$ cat src/rtl/fsqrt_arbiter_pkg.sv
// Shared types and constants for the fsqrt round-robin arbiter slice.
package fsqrt_arbiter_pkg;

  localparam int FSQRT_LAT_DEF = 4;
  localparam int N_REQ_DEF     = 4;

  typedef logic [31:0] fp32_t;

  typedef enum logic [1:0] {
    IDLE  = 2'd0,
    RUN   = 2'd1,
    DRAIN = 2'd2
  } arb_state_e;

  // Requester-ID width; a single bit is kept even for tiny configurations.
  function automatic int req_id_w(input int n);
    return (n <= 2) ? 1 : $clog2(n);
  endfunction

endpackage

$ cat src/rtl/fsqrt_arbiter_if.sv
// Requester-side and fsqrt-side bundle of the arbiter; slave = arbiter view.
interface fsqrt_arbiter_if #(
  parameter int N_REQ = 4
);
  import fsqrt_arbiter_pkg::*;

  logic [N_REQ-1:0]    req_valid;
  logic [N_REQ-1:0]    req_ready;
  logic [N_REQ*32-1:0] req_a;
  logic [N_REQ-1:0]    resp_valid;
  fp32_t               resp_data;
  fp32_t               fs_input_a;
  logic                fs_input_valid;
  fp32_t               fs_result;
  logic                fs_out_valid;

  modport slave (
    input  req_valid, req_a, fs_result, fs_out_valid,
    output req_ready, resp_valid, resp_data, fs_input_a, fs_input_valid
  );

  modport master (
    output req_valid, req_a, fs_result, fs_out_valid,
    input  req_ready, resp_valid, resp_data, fs_input_a, fs_input_valid
  );

endinterface

$ cat src/rtl/fsqrt_arbiter_rr_arbiter.sv
// Combinational round-robin picker: first requester at or above ptr, else lowest overall.
module rr_arbiter
  import fsqrt_arbiter_pkg::*;
#(
  parameter int N  = 4,
  parameter int IW = req_id_w(N)
) (
  input  logic [N-1:0]  req,
  input  logic [IW-1:0] ptr,
  input  logic          en,
  output logic [N-1:0]  grant,
  output logic [IW-1:0] grant_id
);

  always_comb begin
    logic [N-1:0] upper;
    logic [N-1:0] pick;
    // NOTE: every output gets a default before any branch, otherwise a latch is inferred.
    upper    = '0;
    grant    = '0;
    grant_id = '0;
    for (int i = 0; i < N; i++) begin
      upper[i] = req[i] && (IW'(i) >= ptr);
    end
    pick = (upper != '0) ? upper : req;
    if (en) begin
      for (int i = N - 1; i >= 0; i--) begin
        if (pick[i]) begin
          grant    = '0;
          grant[i] = 1'b1;
          grant_id = IW'(i);
        end
      end
    end
  end

endmodule

$ cat src/rtl/fsqrt_arbiter.sv
// Round-robin sharing of one pipelined fsqrt among N_REQ requesters, with ID tag pipe.
// Optional FSQRT_ARB_STATS_EN adds per-requester issue counters and a conflict counter.
module fsqrt_arbiter
  import fsqrt_arbiter_pkg::*;
#(
  parameter int N_REQ     = N_REQ_DEF,
  parameter int FSQRT_LAT = FSQRT_LAT_DEF
) (
  input  logic                clk,
  input  logic                rst_n,
  input  logic                en,
  fsqrt_arbiter_if.slave      bus,
  output logic                busy,
  output logic                tag_err
`ifdef FSQRT_ARB_STATS_EN
  ,
  output logic [N_REQ*16-1:0] stat_issue,
  output logic [15:0]         stat_conflict
`endif
);

  localparam int IW = req_id_w(N_REQ);
  localparam int CW = $clog2(FSQRT_LAT + 2);

  typedef struct packed {
    logic          valid;
    logic [IW-1:0] id;
  } tag_t;

  arb_state_e       r_state;
  logic             r_busy;
  logic [IW-1:0]    r_ptr;
  logic [N_REQ-1:0] w_grant;
  logic [IW-1:0]    w_grant_id;
  logic             w_hs;
  fp32_t            w_req_a;
  fp32_t            r_fs_a;
  logic             r_fs_valid;
  logic [IW-1:0]    r_issue_id;
  tag_t             r_tag [FSQRT_LAT];
  tag_t             w_tail;
  logic             w_retire_ok;
  logic [CW-1:0]    r_inflight;
  logic [N_REQ-1:0] r_resp_valid;
  fp32_t            r_resp_data;
  logic             r_tag_err;

  rr_arbiter #(.N(N_REQ), .IW(IW)) u_rr (
    .req      (bus.req_valid),
    .ptr      (r_ptr),
    .en       (r_state == RUN),
    .grant    (w_grant),
    .grant_id (w_grant_id)
  );

  // The grant is already masked by req_valid, so any grant bit is a handshake.
  assign w_hs = |w_grant;

  always_comb begin
    w_req_a = '0;
    for (int i = 0; i < N_REQ; i++) begin
      if (w_grant[i]) w_req_a = bus.req_a[32*i +: 32];
    end
  end

  always_ff @(posedge clk or negedge rst_n) begin
    if (!rst_n) begin
      r_state <= IDLE;
      r_busy  <= 1'b0;
    end else begin
      // NOTE: sequential state uses <= so every flop samples pre-edge values.
      case (r_state)
        IDLE: if (en) begin
          r_state <= RUN;
          r_busy  <= 1'b1;
        end
        RUN: if (!en) r_state <= DRAIN;
        DRAIN: begin
          if (en) begin
            r_state <= RUN;
          end else if (r_inflight == '0) begin
            r_state <= IDLE;
            r_busy  <= 1'b0;
          end
        end
        default: begin
          r_state <= IDLE;
          r_busy  <= 1'b0;
        end
      endcase
    end
  end

  always_ff @(posedge clk or negedge rst_n) begin
    if (!rst_n) begin
      r_ptr      <= '0;
      r_fs_valid <= 1'b0;
      r_fs_a     <= '0;
      r_issue_id <= '0;
    end else begin
      r_fs_valid <= w_hs;
      if (w_hs) begin
        r_fs_a     <= w_req_a;
        r_issue_id <= w_grant_id;
        r_ptr      <= (w_grant_id == IW'(N_REQ - 1)) ? '0 : w_grant_id + IW'(1);
      end
    end
  end

  // Stage 0 captures the tag on the same edge the fsqrt samples input_valid.
  always_ff @(posedge clk or negedge rst_n) begin
    if (!rst_n) begin
      // NOTE: the tag pipe is reset because a stale valid bit would retire a phantom op.
      for (int k = 0; k < FSQRT_LAT; k++) r_tag[k] <= '0;
    end else begin
      r_tag[0] <= '{valid: r_fs_valid, id: r_issue_id};
      for (int k = 1; k < FSQRT_LAT; k++) r_tag[k] <= r_tag[k-1];
    end
  end

  assign w_tail      = r_tag[FSQRT_LAT-1];
  assign w_retire_ok = bus.fs_out_valid & w_tail.valid;

  always_ff @(posedge clk or negedge rst_n) begin
    if (!rst_n) begin
      r_resp_valid <= '0;
      r_resp_data  <= '0;
      r_tag_err    <= 1'b0;
    end else begin
      r_resp_valid <= '0;
      if (w_retire_ok) begin
        r_resp_valid <= N_REQ'(1) << w_tail.id;
        r_resp_data  <= bus.fs_result;
      end
      if (bus.fs_out_valid != w_tail.valid) r_tag_err <= 1'b1;
    end
  end

  // A tag leaving the pipe retires its slot even if out_valid went missing.
  always_ff @(posedge clk or negedge rst_n) begin
    if (!rst_n) begin
      r_inflight <= '0;
    end else begin
      case ({w_hs, w_tail.valid})
        2'b10:   r_inflight <= r_inflight + CW'(1);
        2'b01:   r_inflight <= r_inflight - CW'(1);
        default: r_inflight <= r_inflight;
      endcase
    end
  end

  assign bus.req_ready      = w_grant;
  assign bus.resp_valid     = r_resp_valid;
  assign bus.resp_data      = r_resp_data;
  assign bus.fs_input_a     = r_fs_a;
  assign bus.fs_input_valid = r_fs_valid;
  assign busy               = r_busy;
  assign tag_err            = r_tag_err;

`ifdef FSQRT_ARB_STATS_EN
  logic [15:0] r_stat_issue [N_REQ];
  logic [15:0] r_stat_conflict;

  always_ff @(posedge clk or negedge rst_n) begin
    if (!rst_n) begin
      for (int i = 0; i < N_REQ; i++) r_stat_issue[i] <= '0;
      r_stat_conflict <= '0;
    end else begin
      for (int i = 0; i < N_REQ; i++) begin
        if (w_grant[i]) r_stat_issue[i] <= r_stat_issue[i] + 16'd1;
      end
      if (r_state == RUN && $countones(bus.req_valid) >= 2) begin
        r_stat_conflict <= r_stat_conflict + 16'd1;
      end
    end
  end

  for (genvar g = 0; g < N_REQ; g++) begin : g_stat
    assign stat_issue[16*g +: 16] = r_stat_issue[g];
  end
  assign stat_conflict = r_stat_conflict;
`endif

endmodule

$ cat src/flat_wrapper.sv
// flat-port wrapper written by rule: the top's interface ports become plain ports
module fsqrt_arbiter_flat import fsqrt_arbiter_pkg::*;
#(
  parameter int N_REQ     = N_REQ_DEF,
  parameter int FSQRT_LAT = FSQRT_LAT_DEF
)
  (clk, rst_n, en, busy, tag_err, bus_req_valid, bus_req_a, bus_fs_result, bus_fs_out_valid, bus_req_ready, bus_resp_valid, bus_resp_data, bus_fs_input_a, bus_fs_input_valid);
  fsqrt_arbiter_if #(.N_REQ(N_REQ)) bus_i ();
  input  logic clk;
  input  logic rst_n;
  input  logic en;
  output logic busy;
  output logic tag_err;
  input wire logic [$bits(bus_i.req_valid)-1:0] bus_req_valid;
  input wire logic [$bits(bus_i.req_a)-1:0] bus_req_a;
  input wire logic [$bits(bus_i.fs_result)-1:0] bus_fs_result;
  input wire logic [$bits(bus_i.fs_out_valid)-1:0] bus_fs_out_valid;
  output wire logic [$bits(bus_i.req_ready)-1:0] bus_req_ready;
  output wire logic [$bits(bus_i.resp_valid)-1:0] bus_resp_valid;
  output wire logic [$bits(bus_i.resp_data)-1:0] bus_resp_data;
  output wire logic [$bits(bus_i.fs_input_a)-1:0] bus_fs_input_a;
  output wire logic [$bits(bus_i.fs_input_valid)-1:0] bus_fs_input_valid;
  assign bus_i.req_valid = bus_req_valid;
  assign bus_i.req_a = bus_req_a;
  assign bus_i.fs_result = bus_fs_result;
  assign bus_i.fs_out_valid = bus_fs_out_valid;
  assign bus_req_ready = bus_i.req_ready;
  assign bus_resp_valid = bus_i.resp_valid;
  assign bus_resp_data = bus_i.resp_data;
  assign bus_fs_input_a = bus_i.fs_input_a;
  assign bus_fs_input_valid = bus_i.fs_input_valid;
  fsqrt_arbiter #(.N_REQ(N_REQ), .FSQRT_LAT(FSQRT_LAT)) u_core (.clk(clk), .rst_n(rst_n), .en(en), .bus(bus_i), .busy(busy), .tag_err(tag_err));
endmodule
$ cat config.mk
export PLATFORM = sky130hd
export DESIGN_NAME = fsqrt_arbiter_flat
export DESIGN_NICKNAME = d
export VERILOG_FILES = /design/src/rtl/fsqrt_arbiter_pkg.sv /design/src/rtl/fsqrt_arbiter_if.sv /design/src/rtl/fsqrt_arbiter_rr_arbiter.sv /design/src/rtl/fsqrt_arbiter.sv /design/src/flat_wrapper.sv
export SDC_FILE = /design/constraint.sdc
export NUM_CORES = 1
export LEC_CHECK = 0
export BUFFER_PORTS_ARGS = -buffer_cell sky130_fd_sc_hd__buf_2
export CAP_MARGIN = 20
export CORE_ASPECT_RATIO = 0.9
export CORE_UTILIZATION = 25
export DETAILED_ROUTE_END_ITERATION = 6
export MAX_ROUTING_LAYER = met4
export PLACE_DENSITY = 0.47
export SLEW_MARGIN = 40
export SYNTH_ARGS = -nofsm -noshare
export SYNTH_HDL_FRONTEND = slang
export SYNTH_SLANG_ARGS = --single-unit
$ cat constraint.sdc
create_clock -name clk -period 2.5 [get_ports clk]
set_clock_uncertainty 0.2 [all_clocks]
set_input_delay 0.375 -clock clk [delete_from_list [all_inputs] [get_ports clk]]
set_output_delay 0.375 -clock clk [all_outputs]
set_load 0.02 [all_outputs]
Yosys cells after proc, flatten, opt, wreduce, memory -nomap -nowiden
Cells that the tools add are included.
{ "word_totals": {"register_bits": 92, "in_bits": 168, "word_cells": 77, "out_inout_bits": 75} }
{ "classes": {"muxes": 27, "eq_ne": 11, "order_cmp": 4, "n_reduce_logical": 11, "bitwise": 2, "shift": 1, "addsub": 3} }
{ "ops": {"columns": ["cell", "n"], "rows": [
  ["two-way mux 32 bit", 4],
  ["two-way mux 4 bit", 7],
  ["two-way mux 2 bit", 10],
  ["equality test 2 bit (second input constant)", 3],
  ["!= test 2 bit (second input constant)", 3],
  ["one-hot mux 2 bit (3 select lines)", 1],
  ["one-hot mux 3 bit (2 select lines)", 1],
  ["equality test 2 x 1 -> 1 bit (second input constant)", 2],
  ["greater-or-equal comparator 1 x 2 -> 1 bit (first input constant)", 2],
  ["greater-or-equal comparator 2 bit (first input constant)", 2],
  ["logical AND 1 bit", 4],
  ["AND reduction 4 bit", 1],
  ["nonzero test 4 bit", 1],
  ["OR reduction 4 bit", 1],
  ["<< shifter 1 x 2 -> 4 bit (first input constant)", 1],
  ["adder 3 x 1 -> 3 bit (second input constant)", 1],
  ["logical NOT 3 bit", 1],
  ["two-way mux 1 bit", 3],
  ["!= test 3 x 2 -> 1 bit (second input constant)", 1],
  ["one-hot mux 1 bit (3 select lines)", 1],
  ["AND reduction 3 bit", 1],
  ["subtractor 3 x 1 -> 3 bit (second input constant)", 1],
  ["adder 2 x 1 -> 2 bit (second input constant)", 1],
  ["logical NOT 2 bit", 1],
  ["other kinds (5)", 5]
]} }

Logic depth before layout (Yosys ltp)
Gate-level depths: netlist (run 1).
{ "depth": {"ltp_word": 13, "mapped_depth": 10, "depth_no_buf": 8} }

By module
From an unflattened synthesis (run 1), not the netlist that was laid out.
{ "unflattened": {"hier_cells": 404, "hier_area_um2": 4455.5} }
{ "by_module_without_submodules": {"columns": ["mod", "area_per_inst_um2", "instances", "cells_each"], "rows": [
  ["fsqrt_arbiter", 4305.4, 1, 381],
  ["rr_arbiter", 150.1, 1, 23]
]} }

Worst setup path before layout (run 1)
Ideal clock, no wire load.
{ "synth_path": {"path_type": "register to register", "startpoint": "register u_core.r_state[1]", "endpoint": "register u_core.r_inflight[2]", "setup_ns": 0.079, "n_path_buf": 2, "period_less_slack_ns": 2.168, "required_time_ns": 2.221, "path_stages_with_launch": 11, "slack_ns": 0.332, "arrival_ns": 1.889, "path_cell_list": "dfrtp_1 -> nand2b_2 -> a21o_1 -> buf_6 -> buf_4 -> ha_1 -> inv_1 -> fa_1 -> xor2_1 -> nor2_1 -> xor2_1"} }
{ "synth_via": {"elab_chain_cells": 5, "word_cells_on_any_way": 7} }
{ "synth_rtl": {"columns": ["item", "line_no", "source"], "rows": [
  ["start: declaration", "fsqrt_arbiter.sv:30", "arb_state_e r_state;"],
  ["start signal: assignment", "fsqrt_arbiter.sv:68", "r_state <= IDLE;"],
  ["start signal: assignment", "fsqrt_arbiter.sv:74", "r_state <= RUN;"],
  ["start signal: assignment", "fsqrt_arbiter.sv:77", "RUN: if (!en) r_state <= DRAIN;"],
  ["equality test 2 x 1 -> 1 bit (*)", "fsqrt_arbiter.sv:51", ".en (r_state == RUN),"],
  ["two-way mux 4 bit (*)", "fsqrt_arbiter_rr_arbiter.sv:26", "if (en) begin"],
  ["OR reduction 4 bit (*)", "fsqrt_arbiter.sv:57", "assign w_hs = |w_grant;"],
  ["equality test 2 x 1 -> 1 bit or equality test 2 bit (tied branches)", "fsqrt_arbiter.sv:144", "case ({w_hs, w_tail.valid})"],
  ["one-hot mux 3 bit (2 select lines) or nonzero test 2 bit (tied branches)", null, null],
  ["end signal: assignment", "fsqrt_arbiter.sv:145", "2'b10: r_inflight <= r_inflight + CW'(1);"],
  ["end signal: assignment", "fsqrt_arbiter.sv:146", "2'b01: r_inflight <= r_inflight - CW'(1);"],
  ["end signal: assignment", "fsqrt_arbiter.sv:147", "default: r_inflight <= r_inflight;"],
  ["end: declaration", "fsqrt_arbiter.sv:43", "logic [CW-1:0] r_inflight;"]
]} }
Every way passes the cells marked *; elsewhere a longest branch is shown, timed or not.
A chain may end at the register's enable or synchronous reset.

Worst setup path after layout (run 1)
{ "layout_path": {"startpoint": "register u_core.r_ptr[0]", "endpoint": "output bus_req_ready[2]"} }
{ "layout_via": {"elab_chain_cells": 8, "word_cells_on_any_way": 14} }
{ "layout_rtl": {"columns": ["item", "line_no", "source"], "rows": [
  ["start: declaration", "fsqrt_arbiter.sv:32", "logic [IW-1:0] r_ptr;"],
  ["start signal: assignment", "fsqrt_arbiter.sv:105", "r_ptr <= (w_grant_id == IW'(N_REQ - 1)) ? '0 : w_grant_id + IW'(1);"],
  ["greater-or-equal comparator 1 x 2 -> 1 bit or greater-or-equal comparator 2 bit (tied branches)", "fsqrt_arbiter_rr_arbiter.sv:23", "upper[i] = req[i] && (IW'(i) >= ptr);"],
  ["logical AND 1 bit", "fsqrt_arbiter_rr_arbiter.sv:23", null],
  ["nonzero test 4 bit", "fsqrt_arbiter_rr_arbiter.sv:25", "pick = (upper != '0) ? upper : req;"],
  ["two-way mux 4 bit (*)", "fsqrt_arbiter_rr_arbiter.sv:25", null],
  ["two-way mux 4 bit (2 in series)", "fsqrt_arbiter_rr_arbiter.sv:28", "if (pick[i]) begin"],
  ["two-way mux 4 bit (*)", "fsqrt_arbiter_rr_arbiter.sv:28", null],
  ["two-way mux 4 bit (*)", "fsqrt_arbiter_rr_arbiter.sv:26", null],
  ["end: declaration", "flat_wrapper.sv:18", "output wire logic [$bits(bus_i.req_ready)-1:0] bus_req_ready;"]
]} }
Marks and branches as above.

==> impl_metrics.yaml, run 1 <==
run_status:
  status: "finished clean"
sta:
  period_share_pct: 93.2
  period_needed_ns: 2.33
  tns_ns: 0
  worst_pin_slew_ns: 0.464
  relSlewSlack_pct: 69.1
  finalSetupViolations: 0
  hold_violations: 0
  clock.fmax_mhz: 429
  slew_violations: 0
  rsz0062_at_grt: "false"
logic_synthesis:
  synth_edf_count: 0
  async_flop_share_pct: 100
  synth_fp_nets: 556
  yosysWarnings: 0
  ys_ff_latch: 92
  synthFlopType: "dfrtp_1"
  synth_cells: 385
  synth_cell_types: 42
  syn_area_per_cell_um2: 11.1
  syn-cell-area_mm2: 0.00428
  synth-seq-area-share_pct: 53.8
placed_design:
  portBuffers: 242
  gp_congestion: 0.850
  dpl_cell_area_mm2: 0.00575
  hpwl_um: 10700
run:
  max_cap_violations: 0
grt:
  grt_max_degree: 62
  grt_pass1_vias: 3921
  grt.total_usage_pct: 16.8
  antenna_found_initial: 1
  grt_pass1_wl_um: 21700
  overflow: 0
layout:
  layout_commonest_cell: "buf_2"
  area_growth_pct: 41.8
  utilization_pct: 36.1
  multi_input_area_mm2: 0.00181
  drive_above_1_share_pct: 50.3
  fin_area_mm2: 0.00607
  fillCellCount: 1701
  layout_common_cells: "buf_2 (241), dfrtp_1 (90), nand2_1 (39)"
  regArea_mm2: 0.00230
  nets: 800
power:
  ir_worst_vdd_uv: 322
  p_leak_nw: 2.94
  powerDensity_mw_per_mm2: 981
worst_setup_path:
  cp.required_ns: 1.92
  crit_arrival_ns: 1.76
  cp-start-kind: "register"
  r2r_slack_ns: 0.33
  slowest_stage: "dfrtp_2"
  slowest_delay_ns: 0.42
  criticalPathCategory: "reg -> out"
  crit_chain: "nand2b_4 > a211o_1 > o211ai_4 > nand2_1 > nor2_1 > buf_2"
  critPathCaptureType: "output port"
  worst-path-max-fanout: 5
clock_tree:
  cts_tree: "built"
  clock_path_buffers: 2
  cts_root_buf: "clkbuf_16"
  htree_levels: 3
  clock-sinks: 92
  clk_pin_slew_worst_paths_ns: 0.07
  clk_latency_ns: 0.35
  cts_buffers: 9
drt:
  routed_wl_um: 14100
  wire_per_inst_um: 16.7
  drc_errors: 0
  via_per_inst: 4.73
  vias: 4001
  initialDrtViolationCount: 147
  first_pass_iters: 4
  ant_nets: 0
floorplan:
  chipWidth_um: 140
  die_h_um: 126
  die_area_mm2: 0.0176
  core_area_mm2: 0.0168
  rows: 45
  io_pins: 243
  start_util_pct: 25.4
worst_hold_path:
  hp-class: "in -> reg"
final cells by class:
cell class                      count  area share, %
Timing Repair Buffer              260           22.5
Clock inverter                      7           1.03
Inverter                            9          0.557
Clock buffer                        9           3.71
Multi-Input combinational cell    257           29.9
Antenna cell                        1         0.0412
Sequential cell                    92           38.0
Tap cell                          211           4.35
worst max-delay path: cells and delay by family (launching register included):
kind | cells | cell delay (ns)
DFF | 1 | 0.42
AOI/OAI and AO/OA | 2 | 0.45
buffers and inverters | 1 | 0.17
and+or+nand+nor | 3 | 0.37
sequential cells by signal, summed over array words and instances (netlist names):
| name | flops |
|---|---|
| u_core.bus.resp_data | 32 |
| u_core.tag_err | 1 |
| u_core.r_issue_id | 2 |
| u_core.r_tag | 12 |
| u_core.r_inflight | 3 |
| u_core.busy | 1 |
| u_core.r_state | 2 |
| u_core.bus.resp_valid | 4 |
| u_core.r_ptr | 2 |
| u_core.bus.fs_input_valid | 1 |
| u_core.bus.fs_input_a | 32 |
layer usage:
layer / up-vias / GRT usage, % / part of all wire, % / wire length [µm]
met3: 21 / 4.49 / 7.0 / 996
li1: 1893 / - / - / -
met4: 0 / 5.69 / 2.2 / 308
met2: 204 / 26.7 / 47 / 6640
met1: 1883 / 20.7 / 44 / 6190
met5: - / - / 0 / 0
repair_timing:
| item | 4_1_cts | 5_1_grt |
|---|---|---|
| resized for setup | 2 | 1 |
| hold buffers | 1 | 0 |
| hold endpoints to repair | 31 | 0 |
| pin swaps | 0 | 0 |
| buffers inserted | 0 | 2 |
| setup endpoints to repair | 2 | 3 |
final timing paths:
path	startpoint	endpoint	depth (start not counted)
max in group asynchronous	rst_n	u_core.bus.fs_input_valid	3
setup reg to reg	u_core.r_state[1]	u_core.bus.fs_input_a[10]	7
hold reg to reg	u_core.r_tag[7]	u_core.r_tag[4]	0
hold / removal	en	u_core.r_state[1]	2
min in group asynchronous	rst_n	u_core.bus.resp_data[25]	2
setup / recovery	u_core.r_ptr[0]	bus_req_ready[2]	6
cells in the mapped netlist (2+ instances only):
cell type | instances | area, µm²
inv_1 | 9 | 33.8
nand2_1 | 39 | 146
and2b_1 | 3 | 22.5
xor2_1 | 2 | 17.5
o2bb2ai_1 | 32 | 280
mux2_2 | 32 | 360
nor2b_1 | 3 | 18.8
ha_1 | 2 | 25.0
a21o_1 | 2 | 15.0
o21ai_1 | 31 | 155
buf_1 | 3 | 11.3
nor2_1 | 13 | 48.8
dfrtp_1 | 92 | 2300
buf_2 | 10 | 50.1
a21boi_0 | 2 | 15.0
a21oi_1 | 36 | 180
clkbuf_1 | 7 | 26.3
buf_4 | 2 | 15.0
a22oi_1 | 32 | 240
o21ai_0 | 7 | 35.0
buf_6 | 5 | 56.3
kinds of logic (layout without fill, tap and decap cells):
logic type / Yosys count / after routing / share of synthesized area [%]
AOI/OAI and AO/OA: 153 / 153 / 24.7
xor gates and xnor gates: 3 / 3 / 0.614
adders and majority gates: 3 / 3 / 1.05
buffers and inverters: 36 / 285 / 4.50
DFF: 92 / 92 / 53.8
muxes: 32 / 32 / 8.42
other: 0 / 1 / 0
and+or+nand+nor: 66 / 66 / 6.96
stage by stage:
step | instances | power (mW) | setup WS, ns | hold WS (ns)
6_report | 846 | 5.96 | 0.169 | 0.0319
5_1_grt | 846 | 6.35 | 0.0702 | 0.0286
4_1_cts | 843 | 6.04 | 0.0454 | 0.0184
3_5_place_dp | 826 | 4.65 | 0.317 | 0.135
3_3_place_gp | 826 | 4.61 | 0.370 | 0.133
2_1_floorplan | 385 | 3.71 | 0.332 | -0.121
report_power, final:
group	leakage [nW]	internal [mW]	switching (mW)
clock	0.145	0.700	0.650
sequential	1.10	1.99	0.292
combinational	1.70	0.938	1.39
total	2.94	3.62	2.33
Power figures use the tool's default switching activity.
==> inputs of run 2 (changes only) <==
==> constraint.sdc (replaced) <==
create_clock -name clk -period 2.5 [get_ports clk]
set_clock_uncertainty 0.2 [all_clocks]
set_input_delay 0.25 -clock clk [delete_from_list [all_inputs] [get_ports clk]]
set_output_delay 0.25 -clock clk [all_outputs]
set_load 0.02 [all_outputs]
==> impl_metrics.yaml, run 2 (synthesis results as in run 1) <==
sta:
  period_needed_ns: 2.38
  rsz0062_at_grt: "false"
  slew_violations: 0
  relSlewSlack_pct: 60.3
  clock.fmax_mhz: 420
  finalSetupViolations: 0
  hold_violations: 0
  tns_ns: 0
  holdWs_ns: 0.0208
  period_share_pct: 95.1
  worst_pin_slew_ns: 0.595
worst_setup_path:
  r2r_slack_ns: 0.12
  crit_arrival_ns: 2.46
  cp-start-kind: "register"
  r2r_start: "u_core.r_state[1]"
  criticalPathCategory: "reg -> reg"
  r2r_cells: 7
  critPathLaunch: "u_core.r_state[1]"
  rr_endpoint: "u_core.bus.fs_input_a[18]"
  worst-path-max-fanout: 10
  critPathCaptureType: "register"
  cp.required_ns: 2.58
floorplan:
  start_util_pct: 25.4
  rows: 45
  io_pins: 243
  die_area_mm2: 0.0176
  chipWidth_um: 140
  core_area_mm2: 0.0168
  die_h_um: 126
layout:
  area_growth_pct: 70.0
  drive_above_1_share_pct: 42.2
  nets: 914
  fin_area_mm2: 0.00728
  finalNonFillerCells: 959
  antennaDiodeCount: 0
  layout_commonest_cell: "buf_2"
  layout_common_cells: "buf_2 (241), dlygate4sd3_1 (118), dfrtp_1 (90)"
placed_design:
  portBuffers: 242
  hpwl_um: 10500
  gp_congestion: 0.786
  dpl.cell_count: 823
  dpl_cell_area_mm2: 0.00576
clock_tree:
  clk_pin_slew_worst_paths_ns: 0.07
  clock_path_buffers: 2
  cts_buffers: 9
  clock-sinks: 92
  cts_root_buf: "clkbuf_16"
  cts_tree: "built"
  clk_latency_ns: 0.34
  htree_levels: 3
worst_hold_path:
  holdPathStages: 3
  hp-class: "in -> reg"
  holdCritStartpoint: "bus_req_a[48]"
  holdPathEnd: "u_core.bus.fs_input_a[16]"
grt:
  antenna_found_initial: 0
  overflow: 0
  grt_pass1_vias: 4683
  grt_max_degree: 51
  grt.total_usage_pct: 18.2
  grt_pass1_wl_um: 23900
power:
  powerDensity_mw_per_mm2: 863
  ir_worst_vdd_uv: 310
  p_leak_nw: 3.44
  power_mw: 6.28
drt:
  first_pass_iters: 4
  drc_errors: 0
  via_per_inst: 4.64
  wire_per_inst_um: 16.0
  initialDrtViolationCount: 218
  ant_nets: 0
  vias: 4451
  routed_wl_um: 15400
run:
  max_cap_violations: 0
run_status:
  status: "finished clean"
[run 2: cell types whose count changed in the layout (fill, tap and decap cells not counted), sizes merged]
cell	delta
dlygate4sd3	+117
buf	-3
clkinv	-2
bufinv	+1
clkinvlp	+1
diode	-1
[run 2: worst max-delay path: stages (launching register included)]
cell and delay, ns:
dfrtp_1 0.41, nand2b_2 0.29, a21o_1 0.26, a31oi_4 0.18
buf_4 0.22, a21oi_1 0.06, o21ai_1 0.14, dlygate4sd3_1 0.56
[run 2: how the worst max path moves through the flow]
stage / to / slack, ns / cells past startpoint
global placement: bus_req_ready[1] / 0.14 / 5
detailed placement: u_core.bus.fs_input_a[24] / 0.24 / 6
global route: u_core.bus.fs_input_a[22] / 0.009 / 7
floorplan: u_core.r_inflight[2] / 0.33 / 10
finish: u_core.bus.fs_input_a[18] / 0.12 / 7
CTS: u_core.bus.fs_input_a[17] / 0.01 / 7
[run 2: timing repair]
item,4_1_cts,5_1_grt
endpoints found under the hold margin,108,1
buffers inserted,2,0
resized for setup,1,3
setup endpoints to repair,2,6
hold buffers,117,1
pin swaps,1,0
[run 2: cell type report]
type	count	area [µm²]
Multi-Input combinational cell	257	1810
Clock buffer	9	225
Sequential cell	92	2300
Timing Repair Buffer	374	2550
Tap cell	211	264
Inverter	9	33.8
Clock inverter	7	86.3
Fill cell	1624	9560
[run 2: per-stage QoR]
stage | setup slack (ns) | utilization [%]
global placement | 0.140 | 34.0
finish | 0.121 | 43.2
global route | 0.00852 | 43.2
CTS | 0.0133 | 43.1
detailed placement | 0.243 | 34.2
floorplan | 0.332 | -
[run 2: layer usage]
metal / share of wire, % / vias up / GRT usage (%) / wire (µm)
li1: - / 2131 / - / -
met1: 42 / 2108 / 21.2 / 6540
met2: 49 / 190 / 30.6 / 7540
met3: 6.8 / 22 / 4.64 / 1040
met4: 1.7 / 0 / 5.95 / 265
met5: 0 / - / - / 0
[run 2: power by group]
part / switching, mW / internal [mW] / leakage [nW] / total, mW
Combinational: 1.44 / 1.11 / 2.19 / 2.55
Clock: 0.643 / 0.801 / 0.151 / 1.44
Sequential: 0.303 / 1.99 / 1.10 / 2.29
Total: 2.38 / 3.90 / 3.44 / 6.28
